--- src/rtl/lieat_exu_com_csr_arb.sv ---
// rtl/lieat_exu_com_csr_arb.sv - commit-stage CSR port arbiter (COM vs TRP with lock and aging; CSR_ARB_RR_EN selects round-robin)
module lieat_exu_com_csr_arb #(
    parameter int XLEN       = 32,
    parameter int CSR_IDX    = 12,
    parameter int STARVE_LIM = 4,
    parameter int CNT_W      = 3
) (
    input  logic               clock,
    input  logic               reset,
    input  logic               com_req_valid,
    output logic               com_req_ready,
    input  logic               com_req_write,
    input  logic [CSR_IDX-1:0] com_req_idx,
    input  logic [XLEN-1:0]    com_req_wdata,
    output logic               com_rsp_valid,
    output logic [XLEN-1:0]    com_rsp_data,
    input  logic               trp_req_valid,
    output logic               trp_req_ready,
    input  logic               trp_req_write,
    input  logic               trp_req_lock,
    input  logic [CSR_IDX-1:0] trp_req_idx,
    input  logic [XLEN-1:0]    trp_req_wdata,
    output logic               trp_rsp_valid,
    output logic [XLEN-1:0]    trp_rsp_data,
    output logic               csr_ena,
    output logic               csr_write,
    output logic               csr_read,
    output logic [CSR_IDX-1:0] csr_idx,
    output logic [XLEN-1:0]    csr_wdata,
    input  logic [XLEN-1:0]    csr_rdata
);

    typedef enum logic {
        ST_IDLE = 1'b0,
        ST_LOCK = 1'b1
    } state_t;

    state_t           state;
    state_t           state_nxt;
    logic [CNT_W-1:0] cnt;
    logic [CNT_W-1:0] cnt_nxt;
    logic             com_grant;
    logic             trp_grant;

`ifdef CSR_ARB_RR_EN
    // set when TRP won the most recent grant; reset value lets COM win first
    logic last_trp;
    logic last_trp_nxt;
`endif

    // arbitration, next state and starvation counter update
    always_comb begin
        com_grant = 1'b0;
        trp_grant = 1'b0;
        state_nxt = state;
        cnt_nxt   = cnt;
`ifdef CSR_ARB_RR_EN
        last_trp_nxt = last_trp;
`endif
        case (state)
            ST_IDLE: begin
                if (com_req_valid && trp_req_valid) begin
`ifdef CSR_ARB_RR_EN
                    if (last_trp) begin
                        com_grant = 1'b1;
                    end else begin
                        trp_grant = 1'b1;
                    end
`else
                    if (cnt < CNT_W'(STARVE_LIM)) begin
                        com_grant = 1'b1;
                        if (cnt != {CNT_W{1'b1}}) begin
                            cnt_nxt = cnt + 1'b1;
                        end
                    end else begin
                        trp_grant = 1'b1;
                    end
`endif
                end else if (com_req_valid) begin
                    com_grant = 1'b1;
                end else if (trp_req_valid) begin
                    trp_grant = 1'b1;
                end
                // TRP is not waiting (or just got served), so its age restarts
                if (!trp_req_valid || trp_grant) begin
                    cnt_nxt = '0;
                end
                if (trp_grant && trp_req_lock) begin
                    state_nxt = ST_LOCK;
                end
            end
            ST_LOCK: begin
                // port stays with TRP until it issues an unlocked access
                trp_grant = trp_req_valid;
                cnt_nxt   = '0;
                if (trp_grant && !trp_req_lock) begin
                    state_nxt = ST_IDLE;
                end
            end
            default: begin
                state_nxt = ST_IDLE;
                cnt_nxt   = '0;
            end
        endcase
`ifdef CSR_ARB_RR_EN
        cnt_nxt = '0;
        if (com_grant) begin
            last_trp_nxt = 1'b0;
        end else if (trp_grant) begin
            last_trp_nxt = 1'b1;
        end
`endif
    end

    assign com_req_ready = com_grant;
    assign trp_req_ready = trp_grant;

    // CSR port drive: winner's payload, everything quiet when nobody is granted
    always_comb begin
        csr_ena   = com_grant | trp_grant;
        csr_read  = com_grant | trp_grant;
        csr_write = 1'b0;
        csr_idx   = '0;
        csr_wdata = '0;
        if (com_grant) begin
            csr_write = com_req_write;
            csr_idx   = com_req_idx;
            csr_wdata = com_req_wdata;
        end else if (trp_grant) begin
            csr_write = trp_req_write;
            csr_idx   = trp_req_idx;
            csr_wdata = trp_req_wdata;
        end
    end

    // state, counter and one-cycle-late read responses
    always_ff @(posedge clock) begin
        if (reset) begin
            state         <= ST_IDLE;
            cnt           <= '0;
            com_rsp_valid <= 1'b0;
            com_rsp_data  <= '0;
            trp_rsp_valid <= 1'b0;
            trp_rsp_data  <= '0;
`ifdef CSR_ARB_RR_EN
            last_trp      <= 1'b1;
`endif
        end else begin
            state         <= state_nxt;
            cnt           <= cnt_nxt;
            com_rsp_valid <= com_grant;
            trp_rsp_valid <= trp_grant;
            if (com_grant) begin
                com_rsp_data <= csr_rdata;
            end
            if (trp_grant) begin
                trp_rsp_data <= csr_rdata;
            end
`ifdef CSR_ARB_RR_EN
            last_trp      <= last_trp_nxt;
`endif
        end
    end

endmodule

--- config.mk ---
export PLATFORM = sky130hd
export DESIGN_NAME = lieat_exu_com_csr_arb
export DESIGN_NICKNAME = d
export VERILOG_FILES = /design/src/rtl/lieat_exu_com_csr_arb.sv
export SDC_FILE = /design/constraint.sdc
export NUM_CORES = 1
export LEC_CHECK = 0
export CELL_PAD_IN_SITES_DETAIL_PLACEMENT = 1
export CELL_PAD_IN_SITES_GLOBAL_PLACEMENT = 1
export CORE_MARGIN = 3
export CORE_UTILIZATION = 26
export DETAILED_ROUTE_END_ITERATION = 16
export GPL_ROUTABILITY_DRIVEN = 0
export PLACE_DENSITY_LB_ADDON = 0.2
export SYNTH_ARGS = -nofsm -noshare
export SYNTH_HDL_FRONTEND = slang
export SYNTH_SLANG_ARGS = --single-unit
--- constraint.sdc ---
create_clock -name clock -period 2.7 [get_ports clock]
set_clock_uncertainty 0.15 [all_clocks]
set_input_delay 0.405 -clock clock [delete_from_list [all_inputs] [get_ports clock]]
set_output_delay 0.405 -clock clock [all_outputs]
set_load 0.02 [all_outputs]
Yosys cells after proc, flatten, opt, wreduce, memory -nomap -nowiden

Index checks and enable logic that the tools add are counted.

Input port bits: 127
Output and inout port bits: 115
Logic and storage cells: 45
Register bits: 70

Add/sub/neg operators: 1
Bitwise operators: 2
Reductions and logical operators: 7
Order comparisons: 1
Equal/unequal tests: 4
Muxes and demuxes: 24

Operators with widths:

| kind                                                           | count |
|---|---|
| 32-bit two-way mux                                             | 2 |
| 12-bit two-way mux                                             | 2 |
| 1-bit two-way mux                                              | 13 |
| 3-bit two-way mux                                              | 4 |
| 3-bit inequality test (second input constant)                  | 4 |
| 3-bit one-hot mux with 2 select lines                          | 1 |
| 1-bit one-hot mux with 2 select lines                          | 2 |
| 3-bit by 1-bit adder with 3-bit output (second input constant) | 1 |
| 1-bit logical AND                                              | 3 |
| 3-bit < comparator (second input constant)                     | 1 |
| 3-bit AND reduction                                            | 1 |
| 1-bit logical NOT                                              | 2 |
| 1-bit logical OR                                               | 1 |
| 1-bit NOT                                                      | 1 |
| 1-bit bitwise OR                                               | 1 |

Longest topological paths before layout

Gate-level depths: netlist (run 1).

Depth after elaboration: 7
Depth in mapped cells: 6
Gate-level depth less buffers: 4

Worst setup path after synthesis (run 1)

No wires, ideal clock.

Kind: input -> output
From: in trp_req_valid
To: out csr_wdata[15]
Stages: 5
Arrival time: 1.380 ns
Data required time: 2.145 ns
Buffers on the path: 2
Setup slack: 0.765 ns
Cells stage by stage: and2_1 buf_2 nor2_4 buf_2 a22o_1

Elaborated cells on any way between the ends: 10
Classes of those cells: mux: 9; reduce/logical: 1

RTL lines:

| element                 | RTL line | source |
|---|---|---|
| start, declared         | 17       | `input logic trp_req_valid,` |
| 1-bit logical AND       | 62       | `if (com_req_valid && trp_req_valid) begin` |
| 1-bit two-way mux       | 62       |  |
| 1-bit two-way mux       | 60       | `case (state)` |
| named net com_req_ready | 11       | `output logic com_req_ready,` |
| 32-bit two-way mux      | 125      | `if (com_grant) begin` |
| end, declared           | 29       | `output logic [XLEN-1:0] csr_wdata,` |

The timed path passes the listed nets, and every way through them passes these cells. The select of a mux whose other input is x is not followed.

Worst setup path after layout (run 1)

From: in com_req_valid
To: out csr_read

Cells in the longest elaborated chain, start to end: 5
Elaborated cells on any way between the ends: 9
Classes of those cells: mux: 7; bitwise: 1; reduce/logical: 1

Ends and longest elaborated chain:

| element                                                       | RTL line | source |
|---|---|---|
| start, declared                                               | 10       | `input logic com_req_valid,` |
| 1-bit two-way mux / 1-bit logical AND (equally long branches) | 79, 62   |  |
| 1-bit two-way mux                                             | 62       |  |
| 1-bit two-way mux                                             | 60       |  |
| 1-bit one-hot mux with 2 select lines                         | 60       |  |
| 1-bit bitwise OR *                                            | 121      | `csr_read = com_grant \| trp_grant;` |
| end, declared                                                 | 27       | `output logic csr_read,` |

Mark *: on every way between the ends. The rest lies on a longest branch, timed or not. The select of a mux whose other input is x is not followed.

==> results of run 1 <==
[final cells by class]
| cell class | instances | area [um2] |
|---|---|---|
| fillers | 1427 | 6080 |
| repair buffers | 257 | 2550 |
| multi-input cells | 260 | 1770 |
| flip-flops and latches | 70 | 1400 |
| clock buffers | 10 | 239 |
| well taps | 168 | 210 |
| clock inverters | 5 | 108 |
| diodes | 1 | 2.50 |
[kinds of logic (layout without fill, tap and decap cells)]
group | Yosys count | count (layout)
compound gates | 110 | 110
xor+xnor | 1 | 1
fa+ha+maj | 2 | 2
buf+inv | 40 | 272
flops | 70 | 70
mux | 34 | 34
other cells | 0 | 1
simple gates | 113 | 113
[cell usage in the layout (no fill, tap or decap), types with 2 or more instances in the layout]
master	count
mux2i_1	34
o21ai_1	5
o21ai_0	27
nand3_1	32
a22o_1	45
nand2b_1	67
clkdlybuf4s50_1	194
dfxtp_1	70
clkbuf_16	9
ha_1	2
nor2_1	3
a21oi_1	33
buf_4	9
dlygate4sd2_1	45
nor3_1	2
bufinv_16	3
clkinv_4	2
buf_12	6
[final timing paths]
check                         from                to  depth (start not counted)
hold / removal    trp_rsp_data[28]  trp_rsp_data[28]                          2
hold reg to reg   trp_rsp_data[28]  trp_rsp_data[28]                          2
setup / recovery     com_req_valid          csr_read                          5
setup reg to reg            cnt[2]  trp_rsp_data[29]                          5
[state kept, by name, summed over array words and instances (netlist names)]
signal	count
state	1
com_rsp_valid	1
trp_rsp_valid	1
com_rsp_data	32
cnt	3
trp_rsp_data	32
[power groups by stage]
stage / Clock (mW) / Sequential (mW) / Combinational, mW
after floorplan: 0 / 1.22 / 0.325
after global placement: 0 / 1.14 / 0.889
after detailed placement: 0 / 1.15 / 0.904
after CTS: 1.42 / 1.13 / 0.864
after global routing: 1.47 / 1.13 / 0.906
final: 1.37 / 1.12 / 0.852
[worst register-to-register path: stages, from the launching register on]
cell	delay, ps
dfxtp_1	420
nor3b_2	100
nor2b_4	180
buf_12	190
buf_4	370
mux2i_1	260
[stage by stage]
step,setup slack (ps),instances,setup TNS [ps]
finish,110,771,0
global route,53.7,771,0
CTS,24.7,770,0
detailed placement,-136,755,-4500
global placement,-85.7,755,-2080
floorplan,765,370,0
[per-layer routing]
metal	GRT usage, %	wire, um	up-vias
met5	0	0	-
met4	5.51	161	0
met3	6.03	1040	14
met2	35.5	7480	145
met1	22.0	5760	1685
li1	-	-	1767
[timing repair]
action                                  4_1_cts  5_1_grt
gates resized for setup                      45        2
endpoints found under the setup margin       45        3
hold buffers                                  0        0
buffers inserted                              0        0
==> flow_metrics.env, run 1 <==
export IMPL_first_iter_violations=95
export IMPL_synth_common_cells="70 x dfxtp_1, 67 x nand2b_1, 45 x a22o_1, 34 x mux2i_1, 33 x a21oi_1"
export IMPL_cts_sink_count=70
export IMPL_dpl_cell_area_um2=5990
export IMPL_synthSimpleGateAreaFrac_pct=19.8
export IMPL_power_frac_clock_pct=41.0
export IMPL_synth_ff_type="dfxtp_1"
export IMPL_grt_pass1_vias=3680
export IMPL_grt_ovfl_total=0
export IMPL_yosys_area_top_type_share_pct=41.6
export IMPL_path_clk_slew_ps=50
export IMPL_power_switching_uw=871
export IMPL_ios=242
export IMPL_synth_top_family_by_area="compound AO/OA/AOI/OAI gates"
export IMPL_synth_avg_cell_area_um2=9.11
export IMPL_core_area_um2=12400
export IMPL_p_per_area_nw_per_um2=533
export IMPL_arrival_ps=2030
export IMPL_antenna_found_initial=1
export IMPL_numPortBuffers=241
export IMPL_period_needed_ps=2590
export IMPL_synth_nets=499
export IMPL_synthTopCellsByArea="dfxtp_1 42%, nand2b_1 12%, a22o_1 12%, mux2i_1 10%, a21oi_1 4.9%"
export IMPL_synth_cell_types=25
export IMPL_cts_root_buf="clkbuf_16"
export IMPL_rows=40
export IMPL_ant_nets=0
export IMPL_synth_compound_area_share_pct=21.3
export IMPL_cts_tree="built"
export IMPL_cts_inserted_buffers=9
export IMPL_cp_num_buf_inv=3
export IMPL_ys_async_sr_fraction_pct=0
export IMPL_synthCells=370
export IMPL_grt_pass1_wl_mm=22.0
export IMPL_p_leak_nw=2.50
export IMPL_grt_max_degree=64
export IMPL_initial_core_util_pct=27.3
export IMPL_setup_worst_path_class="in -> out"
export IMPL_timing_final_hold_violations=0
export IMPL_wirelength_mm=14.4
export IMPL_cts_buffer_depth=2
export IMPL_crit_chain="clkdlybuf4s50_1 -> nand2b_1 -> buf_6 -> nand2b_1 -> clkdlybuf4s50_1"
export IMPL_total_power_mw=3.35
export IMPL_hpwl_mm=11.1
export IMPL_dieArea_um2=14400
export IMPL_synthAdderAreaFrac_pct=0.742
export IMPL_power_frac_comb_pct=25.5
export IMPL_ys_seq_area_share_pct=41.6
export IMPL_fin_util_pct=50.8
export IMPL_setup_viol=0
export IMPL_cp_required_ps=2140
export IMPL_peakVddDrop_mv=0.560
export IMPL_drt_pre_antenna_iters=4
export IMPL_fmax_ghz=0.386
export IMPL_layout_drive_gt1_share_pct=5.98
export IMPL_hold_path_class="reg -> reg"
export IMPL_end_kind="output pin"
export IMPL_synth_most_common_cell="dfxtp_1"
export IMPL_internal_power_mw=2.48
export IMPL_swShare_pct=26.0
export IMPL_relSlewSlack_pct=58.9
export IMPL_clkLatencyLatePin_ps=330
export IMPL_outcome="finished, final reports clean"
export IMPL_netlist_area_um2=3370
export IMPL_yosys_register_bits=70
export IMPL_slowest_delay_ps=620
export IMPL_synth_edf_count=0
export IMPL_synthXorXnorAreaFrac_pct=0.260
export IMPL_nets=727
export IMPL_crit_family="buffers and inverters"
export IMPL_stdcell_area_um2=6280
export IMPL_holdWs_ps=319
export IMPL_die_y_um=120
export IMPL_slew_viol_final=0
export IMPL_ff2ff_setup_slack_ps=960
export IMPL_grt_use_total_pct=19.5
export IMPL_start_kind="primary input"
export IMPL_synth_top_cell_by_area="dfxtp_1"
export IMPL_cp_max_fo=34
export IMPL_wl_per_cell_um=18.7
export IMPL_cts_htree_levels=3
export IMPL_finalCritPeriodShare_pct=95.9
export IMPL_area_growth_pct=86.4
export IMPL_rsz0062_at_grt="no"
export IMPL_drcViolationCount=0
export IMPL_yosys_warnings=0
export IMPL_power_frac_seq_pct=33.6
export IMPL_fp_dieW_um=120
export IMPL_vias=3611
export IMPL_crit_path_top_delay_cell="clkdlybuf4s50_1"
export IMPL_tightest_slew_ps=617
export IMPL_drv_cap=0
export IMPL_synthMuxAreaShare_pct=10.1
export IMPL_avgViaCountPerCell=4.68
Note: power is estimated with default switching activity, not from simulation.
==> run 2: changes to the inputs <==
TNS_END_PERCENT = 5   (was default)
==> results of run 2 <==
No change in the layout: final DEF, timing and power equal those of run 1.
==> run 3: changes to the inputs <==
CORE_UTILIZATION = 22   (was 26)
GPL_ROUTABILITY_DRIVEN = default   (was 0)
SLEW_MARGIN = 20   (was default)
clock period = 2.17 ns   (was 2.7 ns; I/O delays follow)
==> flow_metrics.env, run 3 (synthesis gave the netlist of run 1 again) <==
export IMPL_outcome="finished, final reports clean"
export IMPL_cts_buffer_depth=2
export IMPL_ant_nets=0
export IMPL_cts_hold_buf=0
export IMPL_grt_pass1_vias=3762
export IMPL_cts_root_buf="clkbuf_16"
export IMPL_vias=3724
export IMPL_wirelength_mm=15.2
export IMPL_grt_ovfl_total=0
export IMPL_area_growth_pct=84.4
export IMPL_layout_commonest_cell="clkdlybuf4s50_1"
export IMPL_setup_ws_ps=54.2
export IMPL_wl_per_cell_um=19.2
export IMPL_stdcell_area_um2=6220
export IMPL_antenna_found_initial=1
export IMPL_final_cell_mix="189 x clkdlybuf4s50_1, 68 x dfxtp_1, 66 x nand2b_1, 45 x a22o_1, 38 x buf_2"
export IMPL_n_fill_cell=1704
export IMPL_nets=735
export IMPL_preCtsSetupSlack_ps=-451
export IMPL_drt_pre_antenna_iters=4
export IMPL_layout_drive_gt1_share_pct=15.2
export IMPL_ios=242
export IMPL_fmax_ghz=0.473
export IMPL_cp_max_fo=18
export IMPL_start_kind="flip-flop"
export IMPL_p_leak_nw=2.45
export IMPL_dpl_cell_area_um2=6020
export IMPL_cts_htree_levels=3
export IMPL_rsz0062_at_grt="yes"
export IMPL_slew_viol_final=0
export IMPL_fin_tns_setup_ps=0
export IMPL_avgViaCountPerCell=4.68
export IMPL_relSlewSlack_pct=68.7
export IMPL_period_needed_ps=2120
export IMPL_peakVddDrop_mv=0.300
export IMPL_fin_util_pct=42.1
export IMPL_timing_final_hold_violations=0
export IMPL_dp_cells=774
export IMPL_swShare_pct=28.1
export IMPL_power_switching_mw=1.10
export IMPL_hold_path_class="in -> reg"
export IMPL_tightest_slew_ps=469
export IMPL_cts_tree="built"
export IMPL_core_area_um2=14800
export IMPL_drcViolationCount=0
export IMPL_setup_worst_path_class="reg -> out"
export IMPL_arrival_ps=1640
export IMPL_power_frac_comb_pct=27.5
export IMPL_fp_dieW_um=130
export IMPL_cp_required_ps=1690
export IMPL_instances_no_fill=795
export IMPL_path_clk_slew_ps=60
export IMPL_finalCritPeriodShare_pct=97.5
export IMPL_clkLatencyLatePin_ps=320
export IMPL_p_per_area_nw_per_um2=630
export IMPL_setup_viol=0
export IMPL_power_frac_seq_pct=35.7
export IMPL_cts_inserted_buffers=9
export IMPL_hpwl_mm=11.5
export IMPL_cts_sink_count=70
export IMPL_crit_chain="and2_4 -> nor2_4 -> buf_4 -> buf_12 -> a22o_1 -> clkdlybuf4s15_2"
export IMPL_slowest_delay_ps=370
export IMPL_grt_use_total_pct=17.1
export IMPL_drv_cap=0
export IMPL_numPortBuffers=241
export IMPL_grt_max_degree=44
export IMPL_dieArea_um2=16800
export IMPL_grt_pass1_wl_mm=22.1
export IMPL_die_y_um=130
export IMPL_power_frac_clock_pct=36.8
export IMPL_first_iter_violations=92
export IMPL_end_kind="output pin"
export IMPL_finalWeightedCongestion=0.834
export IMPL_crit_path_top_delay_cell="dfxtp_4"
export IMPL_rows=44
export IMPL_internal_power_mw=2.82
export IMPL_initial_core_util_pct=22.9
export IMPL_largest_registers="com_rsp_data: 32 flops, trp_rsp_data: 32 flops, cnt: 3 flops"
==> run 3: changes by cell type in the layout (fill, tap and decap cells not counted), moves of 2 or more <==
cell             delta
dlygate4sd2_1      -40
clkdlybuf4s50_1     -5
dfxtp_1             -2
buf_2              +37
clkinv_2            +3
bufinv_16           -2
buf_4               +8
dfxtp_4             +2
clkdlybuf4s15_2     +8
==> run 3: area by class of cell <==
| type | count | area, um2 | area share (%) |
|---|---|---|---|
| diodes | 1 | 2.50 | 0.0402 |
| clock buffers | 9 | 225 | 3.62 |
| clock inverters | 6 | 62.6 | 1.01 |
| multi-input cells | 260 | 1790 | 28.8 |
| flip-flops and latches | 70 | 1410 | 22.7 |
| well taps | 184 | 230 | 3.70 |
| repair buffers | 265 | 2500 | 40.2 |
==> run 3: power groups by stage <==
stage	clock (mW)	combinational, mW	sequential (mW)
finish	1.44	1.08	1.40
global route	1.55	1.15	1.41
global placement	0	1.11	1.43
detailed placement	0	1.13	1.43
floorplan	0	0.404	1.51
CTS	1.50	1.12	1.40
==> run 3: timing repair <==
item | CTS | global route
gates resized for setup | 160 | 30
setup endpoints to repair | 49 | 32
pin swaps | 1 | 0
gates cloned | 1 | 0
setup buffers | 4 | 0
==> run 3: worst paths after layout <==
path | slack, ps | from | to | depth (start not counted)
max | 50 | cnt[2] | csr_wdata[11] | 6
min | 300 | reset | com_rsp_data[16] | 2
max reg2reg | 450 | state | trp_rsp_data[6] | 6
min reg2reg | 320 | trp_rsp_data[0] | trp_rsp_data[0] | 2
==> run 3: per-layer routing <==
| layer | share of wire [%] | global-route usage, % |
|---|---|---|
| met5 | 0 | 0 |
| met1 | 40 | 19.4 |
| met2 | 51 | 31.1 |
| met3 | 7.7 | 4.75 |
| met4 | 1.3 | 5.07 |
==> run 3: through the flow <==
step	power, mW	hold slack, ps
2_1_floorplan	1.92	318
3_5_place_dp	2.56	317
6_report	3.92	302
5_1_grt	4.11	333
4_1_cts	4.01	303
3_3_place_gp	2.54	308
==> run 3: worst max-delay path: cells and delay by family (launching register included) <==
kind,cells,cell delay (ps)
flip-flops,1,370
AND/OR/NAND/NOR,2,190
buffers and inverters,3,520
AO/OA/AOI/OAI,1,230
